<file path="config.mk">
export PLATFORM = sky130hd
export DESIGN_NAME = e203_ifu_litebpu_jx_flat
export DESIGN_NICKNAME = d
export VERILOG_FILES = /design/src/rtl/e203_ifu_litebpu_jx_pkg.sv /design/src/rtl/e203_ifu_litebpu_jx_if.sv /design/src/rtl/e203_ifu_litebpu_jx_dfflr.sv /design/src/rtl/e203_ifu_litebpu_jx.sv /design/src/flat_wrapper.sv
export SDC_FILE = /design/constraint.sdc
export NUM_CORES = 1
export LEC_CHECK = 0
export BUFFER_PORTS_ARGS = -buffer_cell sky130_fd_sc_hd__buf_2
export CAP_MARGIN = 20
export CORE_AREA = 2 2 82 84
export DETAILED_ROUTE_END_ITERATION = 6
export DIE_AREA = 0 0 84 86
export GPL_TIMING_DRIVEN = 0
export PLACE_DENSITY_LB_ADDON = 0.08
export SKIP_CTS_REPAIR_TIMING = 1
export SKIP_LAST_GASP = 1
export SYNTH_ARGS = -nofsm -noshare
export SYNTH_HDL_FRONTEND = slang
export SYNTH_SLANG_ARGS = --single-unit
</file>
<file path="constraint.sdc">
create_clock -name clk -period 3.1 [get_ports clk]
set_input_delay 0.62 -clock clk [delete_from_list [all_inputs] [get_ports clk]]
set_output_delay 0.62 -clock clk [all_outputs]
set_load 0.02 [all_outputs]
</file>
<file path="src/rtl/e203_ifu_litebpu_jx_pkg.sv">
// e203_ifu_litebpu_jx_pkg: shared widths and FSM state type for the lite branch-prediction unit.
package e203_ifu_litebpu_jx_pkg;
    localparam int E203_XLEN        = 32;
    localparam int E203_PC_SIZE     = 32;
    localparam int E203_RFIDX_WIDTH = 5;
    typedef enum logic {
        IDLE = 1'b0,
        RDRF = 1'b1
    } bpu_state_e;
endpackage

</file>
<file path="src/rtl/e203_ifu_litebpu_jx_if.sv">
// e203_ifu_litebpu_jx_if: mini-decoder branch info bus plus the prediction returned to the IFU.
interface e203_ifu_litebpu_jx_if #(
    parameter int XLEN    = 32,
    parameter int PC_SIZE = 32,
    parameter int RFIDX_W = 5
);
    logic [PC_SIZE-1:0] pc;
    logic               dec_i_valid;
    logic               dec_jal;
    logic               dec_jalr;
    logic               dec_bxx;
    logic [XLEN-1:0]    dec_bjp_imm;
    logic [RFIDX_W-1:0] dec_jalr_rs1idx;
    logic               bpu_wait;
    logic               prdt_taken;
    logic [PC_SIZE-1:0] prdt_pc_add_op1;
    logic [PC_SIZE-1:0] prdt_pc_add_op2;
    modport master (
        output pc, dec_i_valid, dec_jal, dec_jalr, dec_bxx, dec_bjp_imm, dec_jalr_rs1idx,
        input  bpu_wait, prdt_taken, prdt_pc_add_op1, prdt_pc_add_op2
    );
    modport slave (
        input  pc, dec_i_valid, dec_jal, dec_jalr, dec_bxx, dec_bjp_imm, dec_jalr_rs1idx,
        output bpu_wait, prdt_taken, prdt_pc_add_op1, prdt_pc_add_op2
    );
endinterface

</file>
<file path="src/rtl/e203_ifu_litebpu_jx_dfflr.sv">
// e203_ifu_litebpu_jx_dfflr: load-enabled flop with asynchronous active-low reset to zero.
module e203_ifu_litebpu_jx_dfflr #(
    parameter int DW = 1
) (
    input  logic          clk,
    input  logic          rst_n,
    input  logic          lden,
    input  logic [DW-1:0] dnxt,
    output logic [DW-1:0] qout
);
    always_ff @(posedge clk or negedge rst_n) begin
        if (!rst_n) qout <= '0;
        else if (lden) qout <= dnxt;
    end
endmodule

</file>
<file path="src/rtl/e203_ifu_litebpu_jx.sv">
// e203_ifu_litebpu_jx: static BTFN predictor producing the next-PC adder operands;
// JALR rs1 comes from zero, the x1 tap, or a one-cycle borrow of the shared rs1 read port.
module e203_ifu_litebpu_jx
    import e203_ifu_litebpu_jx_pkg::*;
#(
    parameter int XLEN    = E203_XLEN,
    parameter int PC_SIZE = E203_PC_SIZE,
    parameter int RFIDX_W = E203_RFIDX_WIDTH
) (
    input  logic                  clk,
    input  logic                  rst_n,
    e203_ifu_litebpu_jx_if.slave  dec,
    input  logic                  oitf_empty,
    input  logic                  ir_empty,
    input  logic                  ir_rs1en,
    input  logic                  jalr_rs1idx_cam_irrdidx,
    input  logic                  ir_valid_clr,
    input  logic [XLEN-1:0]       rf2bpu_x1,
    input  logic [XLEN-1:0]       rf2bpu_rs1,
    output logic                  bpu2rf_rs1_ena
);
    logic       rs1x0, rs1x1, rs1xn, jalr_v;
    logic       x1_dep, xn_dep, rdrf_set, rs1_blk, idle;
    logic [0:0] state_q;
    bpu_state_e state, nxt_state;

    assign rs1x0  = dec.dec_jalr_rs1idx == '0;
    assign rs1x1  = dec.dec_jalr_rs1idx == RFIDX_W'(1);
    assign rs1xn  = ~rs1x0 & ~rs1x1;
    assign jalr_v = dec.dec_i_valid & dec.dec_jalr;

    assign dec.prdt_taken      = dec.dec_jal | dec.dec_jalr | (dec.dec_bxx & dec.dec_bjp_imm[XLEN-1]);
    assign dec.prdt_pc_add_op2 = PC_SIZE'(dec.dec_bjp_imm);
    assign dec.prdt_pc_add_op1 = (dec.dec_bxx | dec.dec_jal | ~dec.dec_jalr) ? dec.pc
                               : rs1x0 ? '0
                               : rs1x1 ? PC_SIZE'(rf2bpu_x1)
                               : PC_SIZE'(rf2bpu_rs1);

    // An IR instruction leaving this cycle with no OITF entries no longer blocks the read
    assign x1_dep = jalr_v & rs1x1 & (~oitf_empty | jalr_rs1idx_cam_irrdidx);
    assign xn_dep = jalr_v & rs1xn & (~oitf_empty | (~ir_empty & ~ir_valid_clr));

    assign state    = bpu_state_e'(state_q);
    assign idle     = state == IDLE;
    assign rdrf_set = idle & jalr_v & rs1xn & ~xn_dep & ~ir_rs1en;
    assign rs1_blk  = idle & jalr_v & rs1xn & ir_rs1en;

    always_comb begin
        nxt_state = IDLE;
        nxt_state = (idle & rdrf_set) ? RDRF : IDLE;
    end

    e203_ifu_litebpu_jx_dfflr #(.DW(1)) u_rdrf (
        .clk  (clk),
        .rst_n(rst_n),
        .lden (rdrf_set | ~idle),
        .dnxt (nxt_state),
        .qout (state_q)
    );

    // Wait drops in RDRF so the IFU captures the target while the port data is valid
    assign bpu2rf_rs1_ena = state == RDRF;
    assign dec.bpu_wait   = x1_dep | (idle & xn_dep) | rdrf_set | rs1_blk;
endmodule
</file>
<file path="src/flat_wrapper.sv">
// flat-port wrapper written by rule: the top's interface ports become plain ports
module e203_ifu_litebpu_jx_flat import e203_ifu_litebpu_jx_pkg::*;
#(
    parameter int XLEN    = E203_XLEN,
    parameter int PC_SIZE = E203_PC_SIZE,
    parameter int RFIDX_W = E203_RFIDX_WIDTH
)
  (clk, rst_n, oitf_empty, ir_empty, ir_rs1en, jalr_rs1idx_cam_irrdidx, ir_valid_clr, rf2bpu_x1, rf2bpu_rs1, bpu2rf_rs1_ena, dec_pc, dec_dec_i_valid, dec_dec_jal, dec_dec_jalr, dec_dec_bxx, dec_dec_bjp_imm, dec_dec_jalr_rs1idx, dec_bpu_wait, dec_prdt_taken, dec_prdt_pc_add_op1, dec_prdt_pc_add_op2);
  e203_ifu_litebpu_jx_if #(.XLEN(XLEN), .PC_SIZE(PC_SIZE), .RFIDX_W(RFIDX_W)) dec_i ();
  input  logic clk;
  input  logic rst_n;
  input  logic oitf_empty;
  input  logic ir_empty;
  input  logic ir_rs1en;
  input  logic jalr_rs1idx_cam_irrdidx;
  input  logic ir_valid_clr;
  input  logic [XLEN-1:0] rf2bpu_x1;
  input  logic [XLEN-1:0] rf2bpu_rs1;
  output logic bpu2rf_rs1_ena;
  input wire logic [$bits(dec_i.pc)-1:0] dec_pc;
  input wire logic [$bits(dec_i.dec_i_valid)-1:0] dec_dec_i_valid;
  input wire logic [$bits(dec_i.dec_jal)-1:0] dec_dec_jal;
  input wire logic [$bits(dec_i.dec_jalr)-1:0] dec_dec_jalr;
  input wire logic [$bits(dec_i.dec_bxx)-1:0] dec_dec_bxx;
  input wire logic [$bits(dec_i.dec_bjp_imm)-1:0] dec_dec_bjp_imm;
  input wire logic [$bits(dec_i.dec_jalr_rs1idx)-1:0] dec_dec_jalr_rs1idx;
  output wire logic [$bits(dec_i.bpu_wait)-1:0] dec_bpu_wait;
  output wire logic [$bits(dec_i.prdt_taken)-1:0] dec_prdt_taken;
  output wire logic [$bits(dec_i.prdt_pc_add_op1)-1:0] dec_prdt_pc_add_op1;
  output wire logic [$bits(dec_i.prdt_pc_add_op2)-1:0] dec_prdt_pc_add_op2;
  assign dec_i.pc = dec_pc;
  assign dec_i.dec_i_valid = dec_dec_i_valid;
  assign dec_i.dec_jal = dec_dec_jal;
  assign dec_i.dec_jalr = dec_dec_jalr;
  assign dec_i.dec_bxx = dec_dec_bxx;
  assign dec_i.dec_bjp_imm = dec_dec_bjp_imm;
  assign dec_i.dec_jalr_rs1idx = dec_dec_jalr_rs1idx;
  assign dec_bpu_wait = dec_i.bpu_wait;
  assign dec_prdt_taken = dec_i.prdt_taken;
  assign dec_prdt_pc_add_op1 = dec_i.prdt_pc_add_op1;
  assign dec_prdt_pc_add_op2 = dec_i.prdt_pc_add_op2;
  e203_ifu_litebpu_jx #(.XLEN(XLEN), .PC_SIZE(PC_SIZE), .RFIDX_W(RFIDX_W)) u_core (.clk(clk), .rst_n(rst_n), .dec(dec_i), .oitf_empty(oitf_empty), .ir_empty(ir_empty), .ir_rs1en(ir_rs1en), .jalr_rs1idx_cam_irrdidx(jalr_rs1idx_cam_irrdidx), .ir_valid_clr(ir_valid_clr), .rf2bpu_x1(rf2bpu_x1), .rf2bpu_rs1(rf2bpu_rs1), .bpu2rf_rs1_ena(bpu2rf_rs1_ena));
endmodule
</file>
==> qor.yml <==
syn_to_final_growth_pct: 95.8
r2r_end: "u_core.u_rdrf.qout"
reg.largest.list: "u_core.u_rdrf.qout x1"
synth_area_um2: 1030
synth_seq_area_share: 0.0243
crit_family: "buffers and inverters"
antenna_found_initial: 0
status: "complete, no violations"
worst-path-stages: 6
power.internal_uw: 154
post_dp_cell_area_um2: 2020
hp-class: "in -> async"
post_synth_num_cell_types: 19
period_share: 0.857
hold_viol: 0
grt_pass1_wl_um: 8180
relSlewSlack: 0.660
num_rows: 29
grt_pass1_vias: 1762
cp.arrival_ps: 2040
clkSlewWorstSetupHoldPaths_ps: 0
reg2reg_depth: 1
synthCells: 189
r2r_start: "u_core.u_rdrf.qout"
critPathLaunchType: "primary input"
p_sw_uw: 163
holdWs_ps: 398
critical_path_buf_inv_count: 3
grt_use_total: 0.132
switching_share: 0.515
setup_tns_ps: 0
initial_core_util: 0.164
grt-ovfl-total: 0
path_max_fanout: 10
die_area_um2: 7220
pwr-share-clk: 0
yosys.area.top_type_share: 0.233
setup_violations: 0
yosysWarnings: 0
drcViolationCount: 0
finClkSkew_ps: 0
layout.nets: 513
clk_latency_ps: 0
die_h_um: 86
regMostFlops: "u_core.u_rdrf.qout"
first_iter_violations: 47
drv_cap: 0
fin_util: 0.322
routed_wl_um: 5410
fmaxAchievable_ghz: 0.376
tightest_slew_ps: 506
synth_edf_count: 0
wl_per_cell_um: 12.2
drv_slew: 0
crit_top_cell: "buf_2"
synth.avg_cell_area_um2: 5.45
max_stage_delay_ps: 500
synth_largest_area_cell: "buf_4"
io_pins: 211
worstSetupPathType: "in -> out"
ys_seq_elements: 1
synth-async-reset-ratio: 1.00
leakage_uw: 0.00116
place_hpwl_um: 4500
portBuffers: 178
ys_top_cells_by_area: "buf_4 23%, a31oi_1 19%, nand3_1 16%, nand2_1 12%, nor2_1 12%"
die_w_um: 84
cp_slowest_cell: "nor4_2"
vias: 1922
synth.most_common_cell: "nand2_1"
synth.top_cells.by_count: "33 x nand2_1, 32 x a31oi_1, 32 x buf_4, 32 x nand3_1, 32 x nor2_1"
synth_nets: 333
vias_per_cell: 4.33
vdd_drop_max_mv: 0.0678
p_comb_frac: 0.956
layout-drive-gt1-share: 0.599
powerDensity_nw_per_um2: 157
ff2ff_setup_slack_ps: 2260
coreArea_um2: 6280
grt_max_degree: 11
fin_area_um2: 2020
power_frac_seq: 0.044
rsz0062_at_grt: "no"
gp_congestion: 0.753
synth-main-ff-cell: "dfrtp_1"
cp-end-kind: "output port"
min_period_ps: 2660
n_antenna_cell: 0
largest_register_ffs: 1
cp-startpoint: "dec_dec_jalr_rs1idx[4]"
drtPass1Iterations: 4
ant_nets: 0
crit_chain: "buf_2, nor4_2, buf_2, nand3_1, a31oi_1, buf_2"
finalPower_uw: 317
worstPathRequired_ps: 2480
==> how the worst max path moves through the flow <==
stage                     slack [ps]                      end
after global routing             220   dec_prdt_pc_add_op1[7]
after CTS                        340  dec_prdt_pc_add_op1[22]
after detailed placement         340  dec_prdt_pc_add_op1[22]
after floorplan                  670             dec_bpu_wait
final                            440  dec_prdt_pc_add_op1[22]
after global placement           310  dec_prdt_pc_add_op1[22]
==> power by group through the flow <==
stage	registers, uW	logic (uW)	clock network, uW
global route	13.9	331	0
CTS	13.9	308	0
floorplan	14.2	171	0
detailed placement	13.9	307	0
global placement	13.8	305	0
finish	13.9	303	0
==> layout make-up <==
class | count | area (um^2)
fill | 755 | 4260
multi-input combinational | 138 | 682
tap | 77 | 96.3
sequential | 1 | 25.0
timing repair buffer | 178 | 891
buffer | 50 | 324
==> metal layers <==
metal / wire length, um / GRT usage
met5: 0 / 0
met4: 14 / 0.00733
met3: 557 / 0.0269
met2: 2830 / 0.265
met1: 2010 / 0.149
==> placed cells by master (no fill, tap or decap) <==
cell | Yosys | layout
a21oi_1 | 1 | 1
buf_4 | 32 | 32
a211oi_2 | 1 | 1
nand3_1 | 32 | 32
a31oi_1 | 32 | 32
o2111ai_1 | 1 | 1
nor2_1 | 32 | 32
nor4b_1 | 1 | 1
nand2_1 | 33 | 33
dfrtp_1 | 1 | 1
nor4_2 | 1 | 1
buf_1 | 2 | 2
a211o_1 | 1 | 1
nand2b_1 | 1 | 1
or4_1 | 1 | 1
buf_2 | 7 | 185
buf_6 | 1 | 1
nor3b_1 | 1 | 1
clkbuf_1 | 8 | 8
==> cell families (layout without fill, tap and decap cells) <==
group | count (synthesis) | in the layout | share of synthesized area
flip-flops | 1 | 1 | 0.0243
AND/OR/NAND/NOR | 102 | 102 | 0.433
AO/OA/AOI/OAI | 36 | 36 | 0.228
buffers and inverters | 50 | 228 | 0.314
==> metrics by stage <==
step	cells	worst slack (ps)
floorplan	189	673
global placement	444	314
detailed placement	444	344
CTS	444	339
global route	444	222
finish	444	442
Power figures use the tool's default switching activity.
